## src/rtl/tennis_score_fsm.sv

```systemverilog
// Point-scoring engine for one no-ad tennis game: debounced buttons feed a
// PLAY/WIN state machine that drives the p0/p1/squash score bus and game tallies.
module tennis_score_fsm #(
  parameter int unsigned DB_CYCLES = 1000000,
  parameter int unsigned WIN_HOLD  = 200000000,
  parameter int unsigned CNT_W     = 28
) (
  input  logic       clk,
  input  logic       rst,
  input  logic       btn_p0,
  input  logic       btn_p1,
  input  logic       btn_new,
  output logic [1:0] p0,
  output logic [1:0] p1,
  output logic       squash,
  output logic [2:0] games0,
  output logic [2:0] games1
);

  typedef enum logic {
    S_PLAY = 1'b0,
    S_WIN  = 1'b1
  } state_t;

  localparam logic [CNT_W-1:0] DB_LAST   = CNT_W'(DB_CYCLES - 1);
  localparam logic [CNT_W-1:0] HOLD_LAST = CNT_W'(WIN_HOLD - 1);

  // Button lanes: bit 0 = player 0, bit 1 = player 1, bit 2 = new game.
  logic [2:0]       raw;
  logic [2:0]       sync1_q;
  logic [2:0]       sync2_q;
  logic [2:0]       db_q;
  logic [2:0]       db_d;
  logic [2:0]       db_prev_q;
  logic [CNT_W-1:0] db_cnt_q [3];
  logic [CNT_W-1:0] db_cnt_d [3];
  logic [2:0]       pulse;
  logic             pt0;
  logic             pt1;
  logic             ng;

  state_t           state_q;
  state_t           state_d;
  logic [1:0]       p0_q;
  logic [1:0]       p0_d;
  logic [1:0]       p1_q;
  logic [1:0]       p1_d;
  logic [2:0]       games0_q;
  logic [2:0]       games0_d;
  logic [2:0]       games1_q;
  logic [2:0]       games1_d;
  logic [CNT_W-1:0] hold_q;
  logic [CNT_W-1:0] hold_d;

  assign raw = {btn_new, btn_p1, btn_p0};

  // A level change is accepted only after DB_CYCLES consecutive mismatching
  // cycles; any cycle where the synchronized input agrees restarts the count.
  always_comb begin
    for (int i = 0; i < 3; i++) begin
      db_d[i]     = db_q[i];
      db_cnt_d[i] = '0;
      if (sync2_q[i] != db_q[i]) begin
        if (db_cnt_q[i] == DB_LAST) begin
          db_d[i] = sync2_q[i];
        end else begin
          db_cnt_d[i] = db_cnt_q[i] + 1'b1;
        end
      end
    end
  end

  always_ff @(posedge clk or negedge rst) begin
    if (!rst) begin
      sync1_q   <= '0;
      sync2_q   <= '0;
      db_q      <= '0;
      db_prev_q <= '0;
      for (int i = 0; i < 3; i++) begin
        db_cnt_q[i] <= '0;
      end
    end else begin
      sync1_q   <= raw;
      sync2_q   <= sync1_q;
      db_q      <= db_d;
      db_prev_q <= db_q;
      for (int i = 0; i < 3; i++) begin
        db_cnt_q[i] <= db_cnt_d[i];
      end
    end
  end

  assign pulse = db_q & ~db_prev_q;
  assign pt0   = pulse[0];
  assign pt1   = pulse[1];
  assign ng    = pulse[2];

  always_comb begin
    state_d  = state_q;
    p0_d     = p0_q;
    p1_d     = p1_q;
    games0_d = games0_q;
    games1_d = games1_q;
    hold_d   = hold_q;
    case (state_q)
      S_PLAY: begin
        if (ng) begin
          p0_d = 2'd0;
          p1_d = 2'd0;
        end else if (pt0 && pt1) begin
          // Simultaneous points cancel out.
        end else if (pt0) begin
          if (p0_q != 2'd3) begin
            p0_d = p0_q + 2'd1;
          end else begin
            state_d  = S_WIN;
            p0_d     = 2'b01;
            p1_d     = 2'd0;
            hold_d   = '0;
            games0_d = (games0_q != 3'd7) ? games0_q + 3'd1 : games0_q;
          end
        end else if (pt1) begin
          if (p1_q != 2'd3) begin
            p1_d = p1_q + 2'd1;
          end else begin
            state_d  = S_WIN;
            p0_d     = 2'b10;
            p1_d     = 2'd0;
            hold_d   = '0;
            games1_d = (games1_q != 3'd7) ? games1_q + 3'd1 : games1_q;
          end
        end
      end
      S_WIN: begin
        // New game and hold expiry coinciding still make one transition.
        if (ng || (hold_q == HOLD_LAST)) begin
          state_d = S_PLAY;
          p0_d    = 2'd0;
          p1_d    = 2'd0;
          hold_d  = '0;
        end else begin
          hold_d = hold_q + 1'b1;
        end
      end
      default: begin
        state_d = S_PLAY;
        p0_d    = 2'd0;
        p1_d    = 2'd0;
        hold_d  = '0;
      end
    endcase
  end

  always_ff @(posedge clk or negedge rst) begin
    if (!rst) begin
      state_q  <= S_PLAY;
      p0_q     <= 2'd0;
      p1_q     <= 2'd0;
      games0_q <= 3'd0;
      games1_q <= 3'd0;
      hold_q   <= '0;
    end else begin
      state_q  <= state_d;
      p0_q     <= p0_d;
      p1_q     <= p1_d;
      games0_q <= games0_d;
      games1_q <= games1_d;
      hold_q   <= hold_d;
    end
  end

  assign p0     = p0_q;
  assign p1     = p1_q;
  assign squash = (state_q == S_WIN);
  assign games0 = games0_q;
  assign games1 = games1_q;

endmodule
```

## config.mk

```make
export PLATFORM = sky130hd
export DESIGN_NAME = tennis_score_fsm
export DESIGN_NICKNAME = d
export VERILOG_FILES = /design/src/rtl/tennis_score_fsm.sv
export SDC_FILE = /design/constraint.sdc
export NUM_CORES = 1
export LEC_CHECK = 0
export BUFFER_PORTS_ARGS = -buffer_cell sky130_fd_sc_hd__buf_4
export CAP_MARGIN = 20
export CELL_PAD_IN_SITES_DETAIL_PLACEMENT = 1
export CELL_PAD_IN_SITES_GLOBAL_PLACEMENT = 1
export CORE_ASPECT_RATIO = 1.5
export CORE_MARGIN = 2
export CORE_UTILIZATION = 39
export CTS_CLUSTER_SIZE = 8
export DETAILED_ROUTE_END_ITERATION = 8
export GPL_ROUTABILITY_DRIVEN = 0
export HOLD_SLACK_MARGIN = 0.06
export MAX_ROUTING_LAYER = met4
export PLACE_DENSITY = 0.75
export RECOVER_POWER = 100
export SLEW_MARGIN = 20
export SYNTH_ARGS = -nofsm -noshare
export SYNTH_HDL_FRONTEND = slang
export SYNTH_SLANG_ARGS = --single-unit
```

## constraint.sdc

```tcl
create_clock -name clk -period 2.33 [get_ports clk]
set_clock_uncertainty 0.05 [all_clocks]
set_input_delay 0.233 -clock clk [delete_from_list [all_inputs] [get_ports clk]]
set_output_delay 0.233 -clock clk [all_outputs]
set_load 0.01 [all_outputs]
```

# Word level (Yosys, flattened, before mapping)
# Cells that the tools add are included.
# totals
ff_bits	135
latchBits	0
mem_bits_rw	0
rom_bits	0
in_bits	5
wordCells	99
memories	0
# classes
addsub	8
multipliers	0
div_mod_pow	0
n_lt_le_gt_ge	0
n_eq_ne	21
n_shift	0
muxes	37
bitwise_logic	8
reduce_logical	10
# op_table
cell	n
2-to-1 mux 28 bit	13
adder 28 x 1 -> 28 bit (second input constant)	4
equality test 28 x 20 -> 1 bit (second input constant)	3
one-hot mux 28 bit (2 select lines)	1
equality test 28 bit (second input constant)	1
2-to-1 mux 2 bit	13
inequality test 3 bit (second input constant)	6
inequality test 4 bit (second input constant)	3
inequality test 2 bit (second input constant)	4
one-hot mux 2 bit (2 select lines)	2
AND reduction 4 bit	2
2-to-1 mux 1 bit	7
AND reduction 7 bit	1
adder 3 x 1 -> 3 bit (second input constant)	2
NOT 1 bit	6
AND reduction 2 bit	3
AND reduction 6 bit	1
AND reduction 5 bit	1
adder 2 x 1 -> 2 bit (second input constant)	2
AND 3 bit	1
inequality test 1 bit	3
NOT 3 bit	1
inequality test 2 x 1 -> 1 bit (second input constant)	1
one-hot mux 1 bit (2 select lines)	1
2 further kinds	2

# Logic depth before layout (Yosys ltp)
# Gate-level depths: netlist (run 1).
# depth
word_depth	7
mapped_depth	8
mapped_depth_nobuf	6

# Least setup slack after synthesis (run 1)
# Ideal clock, no wire load.
# synth_path
path_type	reg-to-reg
start	reg db_cnt_q[28] in the netlist's numbering
end	reg db_cnt_q[54] in the netlist's numbering
arrival_time_ps	1863
required_ps	2207
setup_slack_ps	344
stages_incl_launch_ff	6
period_less_slack_ps	1986
cell_sequence	dfrtp_1 ha_1 nand2_1 or4_4 or4_4 a21oi_2
# synth_lines
item	line_no	rtl
start, declared	35	logic [CNT_W-1:0] db_cnt_q [3];
start signal, assigned by index	88	db_cnt_q[i] <= db_cnt_d[i];

# Worst setup path after layout (run 1)
# layout_path
start	reg hold_q[0]
end	reg hold_q[26]
# layout_between
elab_chain_cells	4
elab_cells_between_ends	5
cone_classes	add/sub (1); eq/ne (1); mux (2); reduce/logical (1)
# layout_lines
item	line_no	rtl
start, declared	52	logic [CNT_W-1:0] hold_q;
start signal, assigned	168	hold_q <= hold_d;
branches (longest 2 deep; another with adder 28 x 1 -> 28 bit)	--	
2-to-1 mux 28 bit *	136	if (ng || (hold_q == HOLD_LAST)) begin
one-hot mux 28 bit (2 select lines) *	105	case (state_q)
# Mark *: on every way between the ends.
# A chain may end at the register's enable or synchronous reset.

==> metrics.csv, run 1 <==
metric,value,unit
Startpoint Class,flop,
largest net degree at the start of global routing,69,
"Remaining Overflow, GRT",0,
Initial Util,40.0,%
"FFs w/ async S/R, synth",100,%
TritonCTS Buffers,17,
share of the synthesized area in the top cell type,50.2,%
Post-synth EDFFs,0,
TNS Setup,0,ns
hpwl dp,11.2,mm
"commonest non-fill, non-tap cell in the layout",dfrtp_1,
chip height,165,um
initial antenna violation count,0,
hold path start,sync1_q[1]$_DFF_PN0_,
Ys Warns,0,
outcome,"finished, violations left",
first drt pass iteration count,4,
synth top area cells,"dfrtp_1 50%, xor2_1 6.8%, nor2_1 5.7%",
CP endpoint kind,flop,
Max transition margin,-15.4,%
failing checks,"max-capacitance violations, max-slew violations",
DRC Markers,0,
syn nets,700,
Die Area,18300,um2
CTS sink cnt,135,
Worst-path clk slew,0.06,ns
"flops & latches, synth",135,
Post-Route WL,16.2,mm
Hold Path Stages,0,
reg2reg start,hold_q[0]$_DFFE_PN0P_,
num ports,16,
row count,58,
vias per std cell,5.66,
Hold Path Class,reg -> reg,
"Cell Area, Synth",6730,um2
vias,5357,
# nets final,740,
worst-path fanout max,20,
Port Buffers,15,
Antenna Nets Post-Route,0,
n_diodes,0,
r2r worst-path depth,7,
DRT iter0 DRCs,235,
Worst Hold End,sync2_q[1]$_DFF_PN0_,
Netlist cell types,50,
Fin. Hold Viols,0,
Root Driver,clkbuf_16,
Worst EP arrival,2.45,ns
most frequent cells in the layout,"135 x dfrtp_1, 101 x nor2_1, 53 x nand2_1",
Max Cap Violations,1,
worst reg-to-reg setup slack,0.17,ns
routed len/inst,17.1,um
cell taking the most area after synthesis,dfrtp_1,
achievable frequency,462,MHz
"Area growth, synth to finish",15.9,%
Clock Path Buffers,2,
Worst VDD drop,0.507,mV
Power Dens Cells,657,nW/um2
Non-Filler Instances,947,
CP Class,reg -> reg,
Tightest Pin Transition,1.73,ns
first-pass GRT wire length,28.0,mm
unrepaired setup endpoints after global routing,false,
Slew Limit Fails,69,
placed insts,906,
Period minus WS final,2.16,ns
post-synthesis sequential area ratio,50.2,%
Crit path required time,2.62,ns
H-tree Lvls,4,
layout cells sized above 1,11.9,%
Skew-Pair Late Insertion Delay,0.42,ns
Critical R2R Capture,hold_q[26]$_DFFE_PN0P_,
GRT Resource Usage Total,19.5,%
Synth Area per Inst,9.84,um2
Die X-Extent,111,um
Syn Inst Count,684,
CTS tree,done,
Pleak,3.32,nW
final setup fails,0,
ys flop type,dfrtp_1,
core box area,16800,um2
Final period util,92.8,%
vias in the first global route,5763,
Yosys cell counts (2+ instances only):
library cell	instances
mux2_2	10
ha_1	11
nor3_2	2
xnor2_1	27
nor2_1	102
a22o_1	3
a21oi_1	17
nor2b_1	2
or3_1	3
nand3_1	52
dfrtp_1	135
a31oi_1	29
nand2_1	53
buf_4	3
o31ai_1	2
and4_1	7
or2_2	3
inv_1	14
nor4_1	15
or4_4	2
nor3_1	13
nor4bb_1	2
buf_2	9
a41oi_1	7
nor4b_1	3
a21o_1	2
o21ai_0	4
nand2b_1	10
o211ai_1	2
or2_1	2
and2_1	2
and3_1	18
or4_1	3
a21bo_2	2
nand4_1	34
nor4_2	3
xor2_1	52
clkbuf_1	12
state kept, by name, summed over array words and instances, names as in the netlist, 2 cells and up:
register / cells
games0: 3
db_cnt_q: 84
db_prev_q: 3
sync2_q: 3
p0: 2
sync1_q: 3
db_q: 3
p1: 2
hold_q: 28
games1: 3
power by group:
group	leakage, nW	internal (W)	switching [W]
Combinational	1.17	0.0000386	0.0000911
Sequential	1.87	0.00236	0.0000183
Clock	0.282	0.00159	0.00102
per-stage QoR:
stage / setup slack [ns] / cell area (um2) / hold slack (ns) / util (%) / power (W)
after global routing: 0.0240 / 7800 / 0.317 / 46.3 / 0.00530
after floorplan: 0.344 / 6730 / -0.113 / - / 0.00247
after global placement: 0.194 / 7220 / 0.224 / 42.9 / 0.00255
after detailed placement: 0.0769 / 7220 / 0.229 / 42.9 / 0.00256
final: 0.167 / 7800 / 0.300 / 46.3 / 0.00512
after CTS: 0.0669 / 7830 / 0.303 / 46.5 / 0.00520
worst max-delay path by stage:
stage,startpoint,end,slack [ns],cells after the start
global placement,hold_q[0]$_DFFE_PN0P_,hold_q[26]$_DFFE_PN0P_,0.19,7
global route,rst,db_cnt_q[81]$_DFF_PN0_,0.02,3
CTS,hold_q[0]$_DFFE_PN0P_,hold_q[20]$_DFFE_PN0P_,0.07,7
finish,hold_q[0]$_DFFE_PN0P_,hold_q[26]$_DFFE_PN0P_,0.17,7
detailed placement,hold_q[0]$_DFFE_PN0P_,hold_q[20]$_DFFE_PN0P_,0.08,7
floorplan,db_cnt_q[28]$_DFF_PN0_,db_cnt_q[54]$_DFF_PN0_,0.34,5
cell families after synthesis:
group | share of synthesized area [%]
DFF | 50.2
muxes | 1.67
AOI/OAI and AO/OA | 7.19
and+or+nand+nor | 26.2
adders and majority gates | 2.04
xor gates and xnor gates | 10.3
buffers and inverters | 2.45
worst max-delay path, stage by stage, from the launching register on:
cell and delay, ns:
dfrtp_1 0.41, ha_1 0.25, nand4_1 0.18, nor2_2 0.10, a31oi_4 0.37, buf_4 0.31
a21bo_2 0.24, a31oi_1 0.15
metal layers:
metal	vias up	global-route usage [%]	share of wire, %
met5	-	-	0
met4	0	7.30	2.2
met3	27	3.85	2.3
met2	66	35.7	55
met1	2748	20.9	40
li1	2516	-	-
cell type report:
| cell class | instances | area, um2 |
|---|---|---|
| fill | 1907 | 9040 |
| inverter | 14 | 52.6 |
| timing repair buffer | 45 | 337 |
| clock buffer | 19 | 443 |
| multi-input combinational | 511 | 3190 |
| sequential | 135 | 3380 |
| tap | 210 | 263 |
| clock inverter | 13 | 131 |
repair_timing:
action,in CTS,in global routing
resized for setup,0,1
endpoints found under the hold margin,67,0
buffers inserted,0,5
setup endpoints to repair,0,14
hold buffers,4,0
No activity file was read; power rests on OpenSTA's default activity.
==> inputs of run 2 (changes only) <==
Settings changed: CORE_MARGIN 2 to 1.5, RECOVER_POWER 100 to 50.
==> metrics.csv, run 2 (synthesis gave the netlist of run 1 again) <==
metric,value,unit,change
Final WS setup,0.157,ns,-0.00970 ns
fill count,1896,,-0.58%
worst reg-to-reg setup slack,0.16,ns,about the same
CP Class,reg -> reg,,
Fin. Hold Viols,0,,unchanged
placed insts,908,,+0.22%
Max Cap Violations,0,,-1
Reg with most FFs,db_cnt_q,,
vias per std cell,5.66,,about the same
Worst-path clk slew,0.06,ns,about the same
Startpoint Class,flop,,
Post-Route WL,16.2,mm,-0.13%
"Remaining Overflow, GRT",0,,unchanged
Final period util,93.3,%,+0.42 points
GRT Resource Usage Total,20.2,%,+0.69 points
largest stage delay on the critical path,0.56,ns,+0.15 ns
switch share,22.2,%,+0.13 points
Root Driver,clkbuf_16,,
Period minus WS final,2.17,ns,+0.00969 ns
Worst VDD drop,0.447,mV,-12%
CTS sink cnt,135,,unchanged
Worst EP arrival,2.48,ns,+0.03 ns
Die X-Extent,110,um,-0.90%
Design Power,0.00529,W,+3.3%
Hold Path Stages,0,,unchanged
vias in the first global route,5774,,+0.19%
Clock Path Buffers,2,,unchanged
row count,58,,unchanged
worst-path fanout max,6,,-70%
Pleak,3.38,nW,+1.8%
Comb pwr share,2.5,%,about the same
biggest regs,"db_cnt_q (84), hold_q (28)",,
chip height,164,um,-0.61%
Hold Path Class,reg -> reg,,
"delay-heaviest family, CP",simple AND/OR/NAND/NOR gates,,
reg2reg start,db_cnt_q[28]$_DFF_PN0_,,
Initial Util,40.0,%,unchanged
Port Buffers,15,,unchanged
layout cells sized above 1,13.7,%,+1.8 points
final setup fails,0,,unchanged
"Slowest-stage cell, CP",or4_4,,
initial antenna violation count,0,,unchanged
Pint,0.00412,W,+3.1%
outcome,completed,,
hold path start,sync1_q[1]$_DFF_PN0_,,
hpwl dp,11.0,mm,-1.8%
n_diodes,0,,unchanged
Max transition margin,7.21,%,+23 points
most frequent cells in the layout,"135 x dfrtp_1, 101 x nor2_1, 53 x nand2_1",,
TNS Setup,0,ns,unchanged
Skew-Pair Late Insertion Delay,0.43,ns,about the same
DRC Markers,0,,unchanged
CP dominant cell by count,or4_4,,
multi-input logic area,3230,um2,+1.1%
Flop pwr share,45.0,%,-1.5 points
# nets final,738,,-0.27%
Antenna Nets Post-Route,0,,unchanged
final core area utilization,47.0,%,+0.67 points
Tightest Pin Transition,1.39,ns,-0.340 ns
Power Dens Cells,669,nW/um2,+1.8%
num ports,16,,unchanged
WP buf/inv,0,,-1
r2r worst-path depth,5,,-2
pre-CTS setup slack,0.0343,ns,-0.0426 ns
achievable frequency,460,MHz,-0.45%
first-pass GRT wire length,27.6,mm,-1.5%
routed len/inst,17.2,um,about the same
largest net degree at the start of global routing,53,,-23%
FF+latch area,3380,um2,unchanged
CP endpoint kind,flop,,
first drt pass iteration count,4,,unchanged
clock network fraction of total power,52.5,%,+1.5 points
Critical R2R Capture,db_cnt_q[54]$_DFF_PN0_,,
DRT iter0 DRCs,272,,+16%
Die Area,18100,um2,-1.5%
TritonCTS Buffers,17,,unchanged
Crit path required time,2.64,ns,+0.02 ns
Non-Filler Instances,945,,-0.21%
Slew Limit Fails,0,,-100%
worst-path cell chain,ha_1 -> nand2_1 -> or4_4 -> or4_4 -> a21oi_2,,
Worst Hold End,sync2_q[1]$_DFF_PN0_,,
"commonest non-fill, non-tap cell in the layout",dfrtp_1,,
vias,5348,,-0.17%
Switch Pwr,0.00117,W,+3.9%
H-tree Lvls,4,,unchanged
"Area growth, synth to finish",17.5,%,
critical path depth in cells,5,,-2
core box area,16800,um2,unchanged
CTS tree,done,,
unrepaired setup endpoints after global routing,false,,
max FFs per register,84,,unchanged
[run 2: area by class of cell]
class	instances	share of cell area (%)
flip-flops and latches	135	42.7
multi-input cells	512	40.8
clock buffers	18	5.55
repair buffers	42	4.76
well taps	210	3.32
clock inverters	14	2.17
inverters	14	0.664
[run 2: worst max path at each step]
stage	startpoint	endpoint
3_5_place_dp	hold_q[0]$_DFFE_PN0P_	hold_q[11]$_DFFE_PN0P_
2_1_floorplan	db_cnt_q[28]$_DFF_PN0_	db_cnt_q[54]$_DFF_PN0_
6_report	db_cnt_q[28]$_DFF_PN0_	db_cnt_q[54]$_DFF_PN0_
5_1_grt	hold_q[0]$_DFFE_PN0P_	hold_q[11]$_DFFE_PN0P_
3_3_place_gp	hold_q[0]$_DFFE_PN0P_	hold_q[5]$_DFFE_PN0P_
4_1_cts	hold_q[0]$_DFFE_PN0P_	hold_q[5]$_DFFE_PN0P_
[run 2: power by group through the flow]
stage	logic (W)	registers [W]	clock network [W]
2_1_floorplan	0.0000507	0.00242	0
3_3_place_gp	0.000127	0.00242	0
3_5_place_dp	0.000134	0.00242	0
4_1_cts	0.000141	0.00238	0.00284
5_1_grt	0.000151	0.00238	0.00292
6_report	0.000131	0.00238	0.00278
[run 2: worst register-to-register path, stage by stage (launching register included)]
cell	delay, ns
dfrtp_1	0.41
ha_1	0.32
nand2_1	0.12
or4_4	0.56
or4_4	0.50
a21oi_2	0.14
[run 2: repair_timing]
item	in CTS	in global routing
resized for setup	0	3
setup buffers	0	0
hold buffers	4	0
hold endpoints to repair	53	0
endpoints found under the setup margin	0	20
[run 2: stage by stage]
| stage | cell area (um2) | hold WS, ns |
|---|---|---|
| after global routing | 7910 | 0.308 |
| after detailed placement | 7250 | 0.189 |
| after CTS | 7900 | 0.291 |
| after floorplan | 6730 | -0.113 |
| after global placement | 7250 | 0.169 |
| final | 7910 | 0.301 |
[run 2: metal layers]
metal	routed length, um	global-route usage [%]	share of wire (%)	up-vias
li1	-	-	-	2514
met1	6690	22.4	41	2769
met2	8930	34.9	55	45
met3	296	3.89	1.8	20
met4	299	8.39	1.8	0
met5	0	-	0	-
==> inputs of run 3 (changes only) <==
Settings changed: CTS_BUF_LIST set to sky130_fd_sc_hd__clkbuf_8.
==> metrics.csv, run 3 (synthesis gave the netlist of run 1 again) <==
metric,value,unit,change
GRT Resource Usage Total,20.0,%,-0.18 points
DRT iter0 DRCs,300,,+10%
Post-Route WL,16.0,mm,-1.1%
Initial Util,40.0,%,unchanged
Power Dens Cells,594,nW/um2,-11%
Die X-Extent,110,um,unchanged
Startpoint Class,flop,,
vias in the first global route,5773,,-0.017%
final setup fails,0,,unchanged
initial antenna violation count,0,,unchanged
largest net degree at the start of global routing,53,,unchanged
hold_ws,0.306,ns,+0.00523 ns
most frequent cells in the layout,"135 x dfrtp_1, 101 x nor2_1, 53 x nand2_1",,
Die Area,18100,um2,unchanged
max FFs per register,84,,unchanged
DRC Markers,0,,unchanged
pre-CTS setup slack,0.0343,ns,unchanged
vias,5343,,-0.093%
Max transition margin,8.63,%,+1.4 points
Root Driver,clkbuf_8,,
Clock Path Buffers,2,,unchanged
first drt pass iteration count,4,,unchanged
Skew-Pair Late Insertion Delay,0.46,ns,+0.03 ns
worst-path fanout max,19,,+13
Worst EP arrival,2.49,ns,about the same
achievable frequency,457,MHz,-0.62%
post-CTS setup buffer count,0,,unchanged
vias per std cell,5.65,,about the same
CTS tree,done,,
Worst-path clk slew,0.09,ns,+0.03 ns
Design Power,0.00458,W,-14%
"Remaining Overflow, GRT",0,,unchanged
outcome,completed,,
multi-input logic area,3230,um2,-0.16%
row count,58,,unchanged
fill count,1929,,+1.7%
H-tree Lvls,4,,unchanged
Reg with most FFs,db_cnt_q,,
biggest regs,"db_cnt_q (84), hold_q (28)",,
Hold Path Class,reg -> reg,,
Port Buffers,15,,unchanged
Hold Path Stages,0,,unchanged
Fin. Hold Viols,0,,unchanged
CTS sink cnt,135,,unchanged
Tightest Pin Transition,1.37,ns,-0.0213 ns
Antenna Nets Post-Route,0,,unchanged
Slew Limit Fails,0,,unchanged
CP endpoint kind,flop,,
Crit path required time,2.64,ns,about the same
final core area utilization,45.7,%,-1.3 points
r2r worst-path depth,7,,+2
TritonCTS Buffers,17,,unchanged
"commonest non-fill, non-tap cell in the layout",dfrtp_1,,
Final WS setup,0.144,ns,-0.0136 ns
hpwl dp,11.0,mm,unchanged
Worst VDD drop,0.400,mV,-10%
layout cells sized above 1,13.7,%,unchanged
Period minus WS final,2.19,ns,+0.0136 ns
"Area growth, synth to finish",14.4,%,
worst reg-to-reg setup slack,0.14,ns,about the same
Final period util,93.8,%,+0.58 points
CP Class,reg -> reg,,
Pleak,3.29,nW,-2.8%
n_diodes,0,,unchanged
core box area,16800,um2,unchanged
first-pass GRT wire length,27.4,mm,-0.73%
# nets final,738,,unchanged
chip height,164,um,unchanged
num ports,16,,unchanged
routed len/inst,17.0,um,-1.1%
Max Cap Violations,0,,unchanged
FF+latch area,3380,um2,unchanged
[run 3: cell types whose count changed in the layout (fill, tap and decap cells not counted), sizes merged]
cell,delta
buf,-1
clkbuf,+1
[run 3: power breakdown]
| group | internal (W) | switching (W) | leakage, nW |
|---|---|---|---|
| clock | 0.00109 | 0.000980 | 0.206 |
| sequential | 0.00236 | 0.0000182 | 1.87 |
| combinational | 0.0000364 | 0.0000907 | 1.22 |
| total | 0.00349 | 0.00109 | 3.29 |
[run 3: metrics by stage]
| step | instances | area, um2 | setup TNS [ns] |
|---|---|---|---|
| 5_1_grt | 945 | 7700 | -0.0143 |
| 4_1_cts | 944 | 7710 | 0 |
| 6_report | 945 | 7700 | 0 |
| 3_3_place_gp | 908 | 7250 | 0 |
| 2_1_floorplan | 684 | 6730 | 0 |
| 3_5_place_dp | 908 | 7250 | 0 |
[run 3: final timing paths]
path / end / start
setup reg to reg: hold_q[11]$_DFFE_PN0P_ / hold_q[0]$_DFFE_PN0P_
max in group asynchronous: db_cnt_q[19]$_DFF_PN0_ / rst
setup / recovery: hold_q[11]$_DFFE_PN0P_ / hold_q[0]$_DFFE_PN0P_
hold reg to reg: sync2_q[2]$_DFF_PN0_ / sync1_q[2]$_DFF_PN0_
min in group asynchronous: hold_q[8]$_DFFE_PN0P_ / rst
hold / removal: sync2_q[2]$_DFF_PN0_ / sync1_q[2]$_DFF_PN0_
[run 3: cell type report]
| cell class | instances | area share [%] |
|---|---|---|
| clock buffers | 18 | 3.22 |
| clock inverters | 14 | 2.23 |
| inverters | 14 | 0.683 |
| multi-input cells | 512 | 41.9 |
| flip-flops and latches | 135 | 43.9 |
| well taps | 210 | 3.41 |
| repair buffers | 42 | 4.68 |
[run 3: critical path, cell delays in order, from the launching register on]
cell     delay (ns)
dfrtp_1        0.41
ha_1           0.23
nand4_1        0.23
nor2_2         0.35
a31oi_4        0.24
buf_4          0.27
a41oi_1        0.24
a31oi_1        0.06
[run 3: what timing repair did]
action / 4_1_cts / 5_1_grt
setup endpoints to repair: 0 / 18
endpoints found under the hold margin: 53 / 0
resized for setup: 0 / 2
hold buffers: 4 / 0
[run 3: routing by layer]
layer / part of all wire (%) / wire [um] / track usage, % / vias up
met1: 41 / 6530 / 22.2 / 2747
li1: - / - / - / 2513
met2: 55 / 8740 / 33.7 / 60
met3: 2.6 / 410 / 4.96 / 23
met4: 2.2 / 354 / 8.68 / 0
met5: 0 / 0 / - / -
